$ cat config.mk
export PLATFORM = sky130hd
export DESIGN_NAME = chan_bitstream_reader_flat
export DESIGN_NICKNAME = d
export VERILOG_FILES = /design/src/rtl/chan_bitstream_reader_if.sv /design/src/rtl/chan_bitstream_reader.sv /design/src/flat_wrapper.sv
export SDC_FILE = /design/constraint.sdc
export NUM_CORES = 1
export LEC_CHECK = 0
export ABC_AREA = 1
export BUFFER_PORTS_ARGS = -buffer_cell sky130_fd_sc_hd__clkbuf_2
export CORE_MARGIN = 2
export CORE_UTILIZATION = 50
export DETAILED_ROUTE_END_ITERATION = 7
export GPL_TIMING_DRIVEN = 0
export PLACE_DENSITY = 0.78
export SLEW_MARGIN = 30
export SYNTH_ARGS = -nofsm -noshare
export SYNTH_HDL_FRONTEND = slang
export SYNTH_SLANG_ARGS = --single-unit
export TNS_END_PERCENT = 20
$ cat constraint.sdc
create_clock -name clk -period 2.1 [get_ports clk]
set_input_delay 0.525 -clock clk [delete_from_list [all_inputs] [get_ports clk]]
set_output_delay 0.525 -clock clk [all_outputs]
set_load 0.01 [all_outputs]
$ cat src/rtl/chan_bitstream_reader_if.sv
// rtl/chan_bitstream_reader_if.sv - shared configuration flash access bus
// Purpose: groups the arbiter handshake (req/gnt) and the SPI pins of the
//          configuration flash into one bundle.
// Signals:
//   flash_req    reader -> arbiter  access request
//   flash_gnt    arbiter -> reader  access grant
//   flash_cs_n   reader -> flash    chip select, active low
//   flash_clk_en reader -> flash    SCK gate enable (SCK = ~clk when enabled)
//   flash_mosi   reader -> flash    command/address, MSB first
//   flash_miso   flash -> reader    read data
interface chan_bitstream_reader_if;
  logic flash_req;
  logic flash_gnt;
  logic flash_cs_n;
  logic flash_clk_en;
  logic flash_mosi;
  logic flash_miso;

  modport master (
    output flash_req,
    output flash_cs_n,
    output flash_clk_en,
    output flash_mosi,
    input  flash_gnt,
    input  flash_miso
  );

  modport slave (
    input  flash_req,
    input  flash_cs_n,
    input  flash_clk_en,
    input  flash_mosi,
    output flash_gnt,
    output flash_miso
  );
endinterface

$ cat src/rtl/chan_bitstream_reader.sv
// rtl/chan_bitstream_reader.sv - SPI flash read engine for the channel bitstream
// Purpose: arbitrates for the configuration flash, sends a READ command with
//          a 24-bit address and streams BIT_COUNT data bits to the channel
//          programming sequencer, one bit per clk.
// Ports:
//   clk                    system clock
//   reset                  synchronous, active high
//   prog_chan_in_progress  session active; dropping it aborts a read
//   store_flash_command    strobe: reload the command shift register
//   read_bitstream         level: start/continue the read
//   bitstream              registered serial data (1 outside the data phase)
//   end_bitstream          high while the last data bit is on bitstream
//   flash                  flash bus (req/gnt + SPI pins), master side
module chan_bitstream_reader #(
  parameter logic [23:0] START_ADDR = 24'hCE0000,
  parameter logic [7:0]  READ_CMD   = 8'h03,
  parameter logic [31:0] BIT_COUNT  = 32'd9730592
) (
  input  logic                          clk,
  input  logic                          reset,
  input  logic                          prog_chan_in_progress,
  input  logic                          store_flash_command,
  input  logic                          read_bitstream,
  output logic                          bitstream,
  output logic                          end_bitstream,
  chan_bitstream_reader_if.master       flash
);

  localparam logic [31:0] CMD_WORD = {READ_CMD, START_ADDR};
  localparam logic [31:0] LAST_BIT = BIT_COUNT - 32'd1;

  typedef enum logic [2:0] {
    ST_IDLE,
    ST_ARMED,
    ST_WAIT_GNT,
    ST_CMD,
    ST_DATA,
    ST_HOLD
  } state_t;

  state_t      state_q, state_d;
  logic [31:0] cmd_sr_q, cmd_sr_d;
  logic [31:0] cnt_q, cnt_d;
  logic        bitstream_q, bitstream_d;
  logic        end_bitstream_q, end_bitstream_d;
  logic        flash_req_q, flash_req_d;
  logic        flash_cs_n_q, flash_cs_n_d;
  logic        flash_clk_en_q, flash_clk_en_d;
  logic        flash_mosi_q, flash_mosi_d;

  always_ff @(posedge clk) begin
    if (reset) begin
      state_q         <= ST_IDLE;
      cmd_sr_q        <= CMD_WORD;
      cnt_q           <= 32'd0;
      bitstream_q     <= 1'b1;
      end_bitstream_q <= 1'b0;
      flash_req_q     <= 1'b0;
      flash_cs_n_q    <= 1'b1;
      flash_clk_en_q  <= 1'b0;
      flash_mosi_q    <= 1'b1;
    end else begin
      state_q         <= state_d;
      cmd_sr_q        <= cmd_sr_d;
      cnt_q           <= cnt_d;
      bitstream_q     <= bitstream_d;
      end_bitstream_q <= end_bitstream_d;
      flash_req_q     <= flash_req_d;
      flash_cs_n_q    <= flash_cs_n_d;
      flash_clk_en_q  <= flash_clk_en_d;
      flash_mosi_q    <= flash_mosi_d;
    end
  end

  always_comb begin
    state_d         = state_q;
    cmd_sr_d        = cmd_sr_q;
    cnt_d           = cnt_q;
    bitstream_d     = 1'b1;
    end_bitstream_d = 1'b0;
    flash_cs_n_d    = flash_cs_n_q;
    flash_clk_en_d  = flash_clk_en_q;
    flash_mosi_d    = flash_mosi_q;

    case (state_q)
      ST_IDLE: begin
        if (store_flash_command) begin
          cmd_sr_d = CMD_WORD;
          state_d  = ST_ARMED;
        end else if (read_bitstream) begin
          state_d = ST_ARMED;
        end
      end

      ST_ARMED: begin
        if (read_bitstream) begin
          state_d = ST_WAIT_GNT;
        end
      end

      ST_WAIT_GNT: begin
        if (flash.flash_gnt) begin
          state_d        = ST_CMD;
          cnt_d          = 32'd0;
          flash_cs_n_d   = 1'b0;
          flash_clk_en_d = 1'b1;
          flash_mosi_d   = cmd_sr_q[31];
        end
      end

      ST_CMD: begin
        // Rotate rather than shift: after the 32 command cycles the register
        // holds the stored command again, so a later read without a fresh
        // store resends the same command.
        cmd_sr_d = {cmd_sr_q[30:0], cmd_sr_q[31]};
        if (cnt_q == 32'd31) begin
          state_d      = ST_DATA;
          cnt_d        = 32'd0;
          flash_mosi_d = 1'b1;
        end else begin
          cnt_d        = cnt_q + 32'd1;
          flash_mosi_d = cmd_sr_q[30];
        end
      end

      ST_DATA: begin
        if (end_bitstream_q) begin
          // Last bit already delivered: release the flash one edge later.
          state_d        = ST_HOLD;
          flash_cs_n_d   = 1'b1;
          flash_clk_en_d = 1'b0;
        end else begin
          bitstream_d = flash.flash_miso;
          cnt_d       = cnt_q + 32'd1;
          if (cnt_q == LAST_BIT) begin
            end_bitstream_d = 1'b1;
          end
        end
      end

      ST_HOLD: begin
        // A held read_bitstream must not start another read.
        if (store_flash_command) begin
          cmd_sr_d = CMD_WORD;
          state_d  = ST_ARMED;
        end else if (!read_bitstream) begin
          state_d = ST_IDLE;
        end
      end

      default: begin
        state_d = ST_IDLE;
      end
    endcase

    if (!prog_chan_in_progress &&
        (state_q == ST_WAIT_GNT || state_q == ST_CMD || state_q == ST_DATA)) begin
      state_d         = ST_IDLE;
      bitstream_d     = 1'b1;
      end_bitstream_d = 1'b0;
      flash_cs_n_d    = 1'b1;
      flash_clk_en_d  = 1'b0;
      flash_mosi_d    = 1'b1;
    end

    flash_req_d = prog_chan_in_progress && (state_d != ST_IDLE);
  end

  assign bitstream          = bitstream_q;
  assign end_bitstream      = end_bitstream_q;
  assign flash.flash_req    = flash_req_q;
  assign flash.flash_cs_n   = flash_cs_n_q;
  assign flash.flash_clk_en = flash_clk_en_q;
  assign flash.flash_mosi   = flash_mosi_q;

endmodule
$ cat src/flat_wrapper.sv
// flat-port wrapper written by rule: the top's interface ports become plain ports
module chan_bitstream_reader_flat 
#(
  parameter logic [23:0] START_ADDR = 24'hCE0000,
  parameter logic [7:0]  READ_CMD   = 8'h03,
  parameter logic [31:0] BIT_COUNT  = 32'd9730592
)
  (clk, reset, prog_chan_in_progress, store_flash_command, read_bitstream, bitstream, end_bitstream, flash_flash_req, flash_flash_cs_n, flash_flash_clk_en, flash_flash_mosi, flash_flash_gnt, flash_flash_miso);
  chan_bitstream_reader_if flash_i ();
  input  logic clk;
  input  logic reset;
  input  logic prog_chan_in_progress;
  input  logic store_flash_command;
  input  logic read_bitstream;
  output logic bitstream;
  output logic end_bitstream;
  output wire logic [$bits(flash_i.flash_req)-1:0] flash_flash_req;
  output wire logic [$bits(flash_i.flash_cs_n)-1:0] flash_flash_cs_n;
  output wire logic [$bits(flash_i.flash_clk_en)-1:0] flash_flash_clk_en;
  output wire logic [$bits(flash_i.flash_mosi)-1:0] flash_flash_mosi;
  input wire logic [$bits(flash_i.flash_gnt)-1:0] flash_flash_gnt;
  input wire logic [$bits(flash_i.flash_miso)-1:0] flash_flash_miso;
  assign flash_flash_req = flash_i.flash_req;
  assign flash_flash_cs_n = flash_i.flash_cs_n;
  assign flash_flash_clk_en = flash_i.flash_clk_en;
  assign flash_flash_mosi = flash_i.flash_mosi;
  assign flash_i.flash_gnt = flash_flash_gnt;
  assign flash_i.flash_miso = flash_flash_miso;
  chan_bitstream_reader #(.START_ADDR(START_ADDR), .READ_CMD(READ_CMD), .BIT_COUNT(BIT_COUNT)) u_core (.clk(clk), .reset(reset), .prog_chan_in_progress(prog_chan_in_progress), .store_flash_command(store_flash_command), .read_bitstream(read_bitstream), .bitstream(bitstream), .end_bitstream(end_bitstream), .flash(flash_i));
endmodule
==> results of run 1 <==
worst paths after layout:
check / from / to / slack (ps)
max reg2reg: u_core.cnt_q[0] / u_core.cnt_q[25] / 110
min: flash_flash_miso / u_core.bitstream / 340
min reg2reg: u_core.cmd_sr_q[3] / u_core.cmd_sr_q[4] / 470
max: u_core.cnt_q[0] / u_core.cnt_q[25] / 110
metal layers:
layer  wire length [um]  GRT usage [%]
met1               3510           26.0
met2               3580           33.8
met3                349           4.24
met4                171           10.3
met5                  0              0
where the power goes:
| part | total [mW] | leakage [nW] | switching [mW] | internal, mW |
|---|---|---|---|---|
| Clock | 1.13 | 0.100 | 0.574 | 0.558 |
| Sequential | 1.42 | 0.589 | 0.0179 | 1.41 |
| Combinational | 0.312 | 0.827 | 0.211 | 0.101 |
| Total | 2.87 | 1.52 | 0.803 | 2.07 |
repair_timing:
action	in CTS	in global routing
setup buffers	0	3
setup endpoints to repair	0	20
resized for setup	0	1
endpoints found under the hold margin	0	0
registers in the layout, indices dropped and copies added (netlist names):
signal,count
u_core.bitstream,1
u_core.cmd_sr_q,32
u_core.cnt_q,32
u_core.end_bitstream,1
u_core.flash.flash_clk_en,1
u_core.flash.flash_cs_n,1
u_core.flash.flash_mosi,1
u_core.flash.flash_req,1
u_core.state_q,3
cell families (layout without fill, tap and decap cells):
group                    count (synthesis)  count (layout)  share of synthesized area, %
flip-flops                              73              73                          41.9
adder cells (fa/ha/maj)                  1               1                         0.358
XOR/XNOR                                12              12                          3.01
buffers and inverters                   67              98                          8.42
AND/OR/NAND/NOR                        275             275                          37.4
AO/OA/AOI/OAI                           58              58                          8.92
tightest hold or removal path: stages:
cell      delay, ps
clkbuf_2         70
inv_1            30
nand2_1          50
cell type report:
class                           count  area (sq um)
Inverter                           51           191
Sequential cell                    73          1460
Clock buffer                        9           124
Fill cell                         639          2870
Tap cell                           80           100
Timing Repair Buffer               15          82.6
Multi-Input combinational cell    346          1740
Buffer                             16           103
Clock inverter                      7          77.6
placed cells by master, fill, tap and decap left out, types with 8 or more instances in the layout:
master / n
dfxtp_1: 73
nor2_1: 59
clkbuf_2: 12
a21oi_1: 34
nor3_1: 18
xor2_1: 12
nor2_2: 8
nand3_1: 47
inv_1: 45
o21ai_0: 9
nand4_1: 13
clkbuf_8: 9
nand2_1: 106
stage by stage:
step | utilization, % | setup TNS (ps) | power [mW]
after floorplan | - | 0 | 1.67
after global placement | 54.0 | 0 | 1.75
after detailed placement | 54.0 | 0 | 1.75
after CTS | 57.0 | 0 | 2.88
after global routing | 57.5 | -17.9 | 2.98
final | 57.5 | 0 | 2.87
==> metrics.md, run 1 <==
| Metric | Value |
|---|---|
| Cts bufs inserted | `9` |
| Tmin final | `around 2000 ps` |
| Power per cell area | `between 700 and 800 nW/um^2` |
| Final ANT Viol Nets | `0` |
| Port Buffers | `12` |
| Worst-Margin Slew | `603 ps` |
| Slew headroom | `~60%` |
| Top-area cell type share of the netlist area | `approximately two fifths` |
| Clk sinks | `73` |
| CTS clk-pin slew, worst paths | `around 80 ps` |
| Post-Syn Area | `roughly 3500 sq um` |
| P_leak | `~1.5 nW` |
| Worst Path Buf+Inv | `2` |
| Drt wl/cell | `12.8 um` |
| EDFF count, synth | `0` |
| Crit Path Max Fanout | `10` |
| Htree depth | `3` |
| Worst vdd ir | `0.401 mV` |
| Crit path largest cell delay | `approximately 370 ps` |
| Post-synth top cells | `nand2_1 (106), dfxtp_1 (73), nor2_1 (59)` |
| Post-DP HPWL | `approximately 5500 um` |
| I/O Pins | `13` |
| Synth area leaders | `dfxtp_1 (42%), nand2_1 (11%), nand3_1 (6.7%), nor2_1 (6.3%), a21oi_1 (4.9%)` |
| DR iter-0 viols | `between 150 and 200` |
| Post-Layout Cell Count | `a little under 600` |
| Vias in the first global route | `2842` |
| Die X | `around 90 um` |
| Row count | `30` |
| Area of the die | `between 7000 and 8000 sq um` |
| Ys flop type | `dfxtp_1` |
| Post-DR vias/cell | `about 5.3` |
| Largest delay share family, worst path | `simple AND/OR/NAND/NOR gates` |
| Top cell by count, worst path | `nor2_1` |
| Crit start category | `flop` |
| Area after DPL | `3650 sq um` |
| Setup Slack @ Placement | `around 87 ps` |
| Die height | `just under 90 um` |
| Mapped Cells | `a little under 500` |
| Min-Delay Path Class | `input port to flop` |
| Pin count of the biggest net entering global routing | `15` |
| Area Overhead vs Synth | `11.2%` |
| Global-route wire length before repair | `12400 um` |
| Most frequent cell after synthesis | `nand2_1` |
| Status | `complete, no violations` |
| Fraction of final layout cells sized beyond drive strength 1 | `14.7%` |
| Final wirelength | `7610 um` |
| Final instance area | `approximately 3900 sq um` |
| Skew final | `around 11 ps` |
| Worst R2R Path Depth | `11` |
| Maximum root-to-sink buffer count | `2` |
| Root cell of the clock tree | `clkbuf_8` |
| Hold depth | `3` |
| Core region area | `between 6000 and 7000 sq um` |
| Ys async rst share | `0%` |
| Fmax | `501 MHz` |
| Net Count, Synth | `494` |
| First-pass detailed-route iteration total | `5` |
| GPL Wtd Cong | `just under 0.9` |
| Flops & latches, synth | `between 70 and 80` |
| DRC viols | `0` |
| WP data arrival | `2240 ps` |
| Ant. Diodes | `0` |
| Synth area leader | `dfxtp_1` |
| Endpoints failing hold | `0` |
| Final net count | `520` |
| CP cell instances | `ha_1, inv_1, nor2_1, nand3_1, nor2_2, nand2_1, nand2_2, nand3_4, nand2_4, buf_6, nor2_1` |
| Max-capacitance violation count | `0` |
| CP max stage cell | `dfxtp_1` |
| Initial core utilization | `51.7%` |
| Clk Latency, worst-skew pair | `360 ps` |
| Fin Hold WS | `~340 ps` |
| Gr usage total | `about a fifth` |
| Post-route setup slack | `approximately 110 ps` |
| Setup CP Type | `flop to flop` |
| CTS tree | `built` |
| Routed vias | `3167` |
| Sequential area share after synthesis | `between 40% and 50%` |
| Critical Path RT | `2350 ps` |
| Yosys cell types | `34` |
| Syn Area/Cell | `slightly above 7 sq um` |
| Levels on crit path | `11` |
| Placed cell count | `between 500 and 600` |
| Yosys warnings | `0` |
| Slew Limit Fails | `0` |
| GRT overflow | `0` |
| Worst Setup End Kind | `flop` |
| Hold buffer count at CTS | `0` |
| Final period utilization | `95.0%` |
| Initial antenna violation count | `0` |
| Setup-failing EPs final | `0` |
(Power assumes the default switching activity.)
==> run 2: changes to the inputs <==
--- a/config.mk
+++ b/config.mk
@@ -12,6 +12,7 @@
 export DETAILED_ROUTE_END_ITERATION = 7
 export GPL_TIMING_DRIVEN = 0
 export PLACE_DENSITY = 0.78
+export REMOVE_ABC_BUFFERS = 1
 export SLEW_MARGIN = 30
 export SYNTH_ARGS = -nofsm -noshare
 export SYNTH_HDL_FRONTEND = slang
==> metrics.md, run 2 (synthesis gave the netlist of run 1 again) <==
| Metric | Value |
|---|---|
| Area of the die | `approximately 7700 sq um` |
| Final instance area | `3830 sq um` |
| Initial core utilization | `slightly above 50%` |
| Row count | `30` |
| Routed vias | `3164` |
| Core region area | `roughly 6800 sq um` |
| Drt wl/cell | `12.7 um` |
| Fraction of final layout cells sized beyond drive strength 1 | `13.2%` |
| Max-capacitance violation count | `0` |
| Commonest non-fill, non-tap cells in the layout | `nand2_1 (106), dfxtp_1 (73), nor2_1 (58), nand3_1 (47), inv_1 (45)` |
| Fin Setup TNS | `0 ps` |
| Clk Latency, worst-skew pair | `360 ps` |
| Placed cell count | `563` |
| Root cell of the clock tree | `clkbuf_8` |
| Critical Path RT | `roughly 2400 ps` |
| Final period utilization | `93.4%` |
| Hold_sp | `flash_flash_miso` |
| P_leak | `roughly 1.5 nW` |
| Biggest regs | `u_core.cmd_sr_q (32), u_core.cnt_q (32), u_core.state_q (3)` |
| Fmax | `510 MHz` |
| Setup CP Type | `flop to flop` |
| Total setup buffers inserted after CTS | `0` |
| DR iter-0 viols | `approximately 220` |
| Endpoints failing hold | `0` |
| I/O Pins | `13` |
| Skew final | `~7.4 ps` |
| Global-route wire length before repair | `between 10000 and 15000 um` |
| Commonest non-fill, non-tap cell in the layout | `nand2_1` |
| Port Buffers | `12` |
| Final net count | `between 500 and 600` |
| RSZ-0062 raised after global routing | `false` |
| Final ANT Viol Nets | `0` |
| Maximum root-to-sink buffer count | `2` |
| Crit path from | `u_core.state_q[0]` |
| Post-Layout Cell Count | `a little under 600` |
| Crit start category | `flop` |
| Die height | `roughly 88 um` |
| Min-Delay Path Class | `input port to flop` |
| Cts bufs inserted | `9` |
| Htree depth | `3` |
| Area after DPL | `approximately 3600 sq um` |
| Worst vdd ir | `about 0.34 mV` |
| Status | `complete, no violations` |
| Crit Path Max Fanout | `15` |
| DRC viols | `0` |
| Slew headroom | `about three fifths` |
| Pin count of the biggest net entering global routing | `35` |
| Worst Setup End Kind | `flop` |
| Worst r2r src | `u_core.state_q[0]` |
| Vias in the first global route | `about 2.8k` |
| Post-DP HPWL | `roughly 4800 um` |
| Initial antenna violation count | `0` |
| WP data arrival | `2210 ps` |
| Setup-failing EPs final | `0` |
| Die X | `between 80 and 90 um` |
| Final core utilization | `a little under three fifths` |
| Ant. Diodes | `0` |
| GRT overflow | `0` |
| Pwr Total | `a little under 3 mW` |
| Final wirelength | `approximately 7300 um` |
| Hold buffer count at CTS | `0` |
| Gr usage total | `between 10% and 20%` |
| Post-DR vias/cell | `5.46` |
| Slew Limit Fails | `0` |
| Power per cell area | `approximately 770 nW/um^2` |
| First-pass detailed-route iteration total | `5` |
| GPL Wtd Cong | `about 0.86` |
| Worst-Margin Slew | `a little under 600 ps` |
| CTS tree | `built` |
| Tmin final | `between 1500 and 2000 ps` |
| Area Overhead vs Synth | `9.86%` |
| Clk sinks | `73` |
| CTS clk-pin slew, worst paths | `~80 ps` |
[run 2: what timing repair did]
item | in CTS | in global routing
hold endpoints to repair | 0 | 0
setup endpoints to repair | 27 | 34
gates resized for setup | 2 | 4
pin swaps | 0 | 2
cloned | 0 | 1
[run 2: metal layers]
layer  routed length, um  global-route usage, %
met1                3390                   25.9
met4                 115                   7.83
met2                3440                   31.5
met5                   0                      0
met3                 398                   5.28
[run 2: worst max-delay path: stages, from the launching register on]
cell and delay, ps:
dfxtp_1 340, inv_2 180, nand3_2 180, nand2_1 180, nand3_4 290, inv_8 210
nand3_1 180, o21ai_0 200, a21oi_1 80
[run 2: cell type report]
cell class	instances	area, sq um
inverter	51	199
sequential	73	1460
timing repair buffer	13	71.3
multi-input combinational	347	1780
clock inverter	7	103
clock buffer	9	124
tap	80	100
fill	601	2920
[run 2: stage by stage]
stage,setup slack (ps),hold slack [ps]
global placement,-1010,451
floorplan,-240,440
finish,138,348
CTS,73.6,347
global route,10.9,361
detailed placement,-163,455
[run 2: path summary, 6_finish.rpt]
kind | end | slack, ps | cells past startpoint
setup / recovery | u_core.cnt_q[26] | 140 | 8
hold / removal | u_core.bitstream | 350 | 3
setup reg to reg | u_core.cnt_q[26] | 140 | 8
hold reg to reg | u_core.cmd_sr_q[8] | 460 | 2
[run 2: power breakdown]
group	total (mW)	leakage [nW]	internal [mW]	switching, mW
Clock	1.24	0.110	0.680	0.561
Combinational	0.291	0.768	0.0758	0.215
Sequential	1.42	0.589	1.41	0.0178
Total	2.96	1.47	2.16	0.794
==> run 3: changes to the inputs <==
--- a/config.mk
+++ b/config.mk
@@ -8,10 +8,10 @@
 export ABC_AREA = 1
 export BUFFER_PORTS_ARGS = -buffer_cell sky130_fd_sc_hd__clkbuf_2
 export CORE_MARGIN = 2
-export CORE_UTILIZATION = 50
+export CORE_UTILIZATION = 35
 export DETAILED_ROUTE_END_ITERATION = 7
 export GPL_TIMING_DRIVEN = 0
-export PLACE_DENSITY = 0.78
+export PLACE_DENSITY = 0.61
 export REMOVE_ABC_BUFFERS = 1
 export SLEW_MARGIN = 30
 export SYNTH_ARGS = -nofsm -noshare
==> metrics.md, run 3 (synthesis gave the netlist of run 1 again) <==
| Metric | Value |
|---|---|
| Vias in the first global route | `2840` |
| Pin count of the biggest net entering global routing | `35` |
| FF/Latch Area | `approximately 1500 sq um` |
| Die X | `~100 um` |
| Core region area | `slightly below 10000 sq um` |
| Gr usage total | `around 14%` |
| DR top layer | `met4` |
| Ant. Diodes | `0` |
| GPL Wtd Cong | `approximately 0.9` |
| GRT overflow | `0` |
| Commonest non-fill, non-tap cell in the layout | `nand2_1` |
| Port Buffers | `12` |
| Slew headroom | `between 50% and 60%` |
| Routed vias | `between 3k and 4k` |
| Crit Path Max Fanout | `27` |
| Hold_sp | `flash_flash_miso` |
| Worst r2r src | `u_core.state_q[0]` |
| Tmin final | `just under 2000 ps` |
| Cts bufs inserted | `9` |
| Root cell of the clock tree | `clkbuf_8` |
| Crit start category | `flop` |
| Slew Limit Fails | `0` |
| CTS clk-pin slew, worst paths | `~90 ps` |
| Total setup buffers inserted after CTS | `0` |
| Final wirelength | `7610 um` |
| Hold depth | `3` |
| Final net count | `around 500` |
| Min-Delay Path Class | `input port to flop` |
| DR iter-0 viols | `around 140` |
| Worst Setup End Kind | `flop` |
| Fin Hold WS | `~350 ps` |
| Multi-input gate area | `1770 sq um` |
| Worst R2R Path Depth | `8` |
| Wl on met1 | `approximately 3800 um` |
| Post-route setup slack | `roughly 110 ps` |
| Final ANT Viol Nets | `0` |
| WP data arrival | `around 2200 ps` |
| CTS tree | `built` |
| Post-DP HPWL | `~5200 um` |
| Critical Path RT | `approximately 2300 ps` |
| P_leak | `around 1.5 nW` |
| Met3 WL post-DR | `~230 um` |
| Area Overhead vs Synth | `11.1%` |
| Htree depth | `3` |
| First-pass detailed-route iteration total | `4` |
| Layout filler cell count | `between 1k and 1.5k` |
| Clk Latency, worst-skew pair | `~360 ps` |
| Worst-Margin Slew | `604 ps` |
| Row count | `36` |
| I/O Pins | `13` |
| Maximum root-to-sink buffer count | `2` |
| Status | `complete, no violations` |
| Biggest regs | `u_core.cmd_sr_q (32), u_core.cnt_q (32), u_core.state_q (3)` |
| Initial core utilization | `a little over a third` |
| Post-DR vias/cell | `4.86` |
| Power per cell area | `approximately 740 nW/um^2` |
| Crit path from | `u_core.state_q[0]` |
| Fraction of final layout cells sized beyond drive strength 1 | `a little over an eighth` |
| Clk sinks | `73` |
| DRC viols | `0` |
| Global-route wire length before repair | `roughly 13000 um` |
| Die height | `between 100 and 150 um` |
| Setup Slack @ Placement | `-237 ps` |
| Area of the die | `roughly 11000 sq um` |
| Setup-failing EPs final | `0` |
| Drt wl/cell | `12.0 um` |
| Skew final | `~14 ps` |
| Hold buffer count at CTS | `0` |
| Initial antenna violation count | `0` |
| Setup CP Type | `flop to flop` |
| Final period utilization | `94.6%` |
| Worst vdd ir | `between 0.3 and 0.4 mV` |
| Met2 WL post-DR | `roughly 3400 um` |
| Fmax | `a little over 500 MHz` |
| Endpoints failing hold | `0` |
| Max-capacitance violation count | `0` |
| Commonest non-fill, non-tap cells in the layout | `nand2_1 (106), dfxtp_1 (73), nor2_1 (58), nand3_1 (47), inv_1 (45)` |
## run 3: cell types whose count changed in the layout (fill, tap and decap cells not counted), sizes merged
| cell | delta |
|---|---|
| bufinv | -1 |
| clkinv | -2 |
| clkinvlp | +1 |
| inv | +2 |
## run 3: per-stage QoR
stage                     power (mW)  setup TNS [ps]  utilization, %  area [sq um]  std cells
final                           2.88               0            39.9          3880        633
after global routing            3.01           -4.88            39.9          3880        633
after CTS                       2.90               0            39.6          3860        632
after detailed placement        1.73           -5970            37.4          3640        616
after global placement          1.71          -55430            37.2          3610        615
after floorplan                 1.63           -5180               -          3390        470
## run 3: report_power, final
| group | internal, mW | total (mW) | switching (mW) |
|---|---|---|---|
| sequential | 1.41 | 1.42 | 0.0169 |
| clock | 0.569 | 1.17 | 0.599 |
| combinational | 0.0764 | 0.290 | 0.214 |
## run 3: area by class of cell
| cell class | instances | share of cell area (%) |
|---|---|---|
| clock buffer | 9 | 3.19 |
| clock inverter | 7 | 2.13 |
| inverter | 51 | 5.13 |
| multi-input combinational | 347 | 45.6 |
| sequential | 73 | 37.7 |
| tap | 133 | 4.29 |
| timing repair buffer | 13 | 1.94 |
## run 3: path summary, 6_finish.rpt
check	endpoint	slack, ps
setup / recovery	u_core.cnt_q[25]	110
setup reg to reg	u_core.cnt_q[25]	110
hold reg to reg	u_core.cmd_sr_q[29]	460
hold / removal	u_core.bitstream	350
## run 3: layer usage
layer  vias up  global-route usage [%]
met5         -                       0
met4         0                    6.47
met3        11                    3.26
met2        45                    22.5
met1      1413                    18.4
li1       1609                       -
## run 3: worst max-delay path, cell delays in order, from the launching register on
cell and delay (ps):
dfxtp_1 350, inv_2 170, nand3_2 160, nand2_1 160, nand3_4 280, inv_8 210, nand3_2 210, nand2_8 240
nor2_1 70
## run 3: repair_timing
action,in CTS,in global routing
setup endpoints to repair,28,35
resized for setup,2,3
pin swaps,0,2
gates cloned,0,1
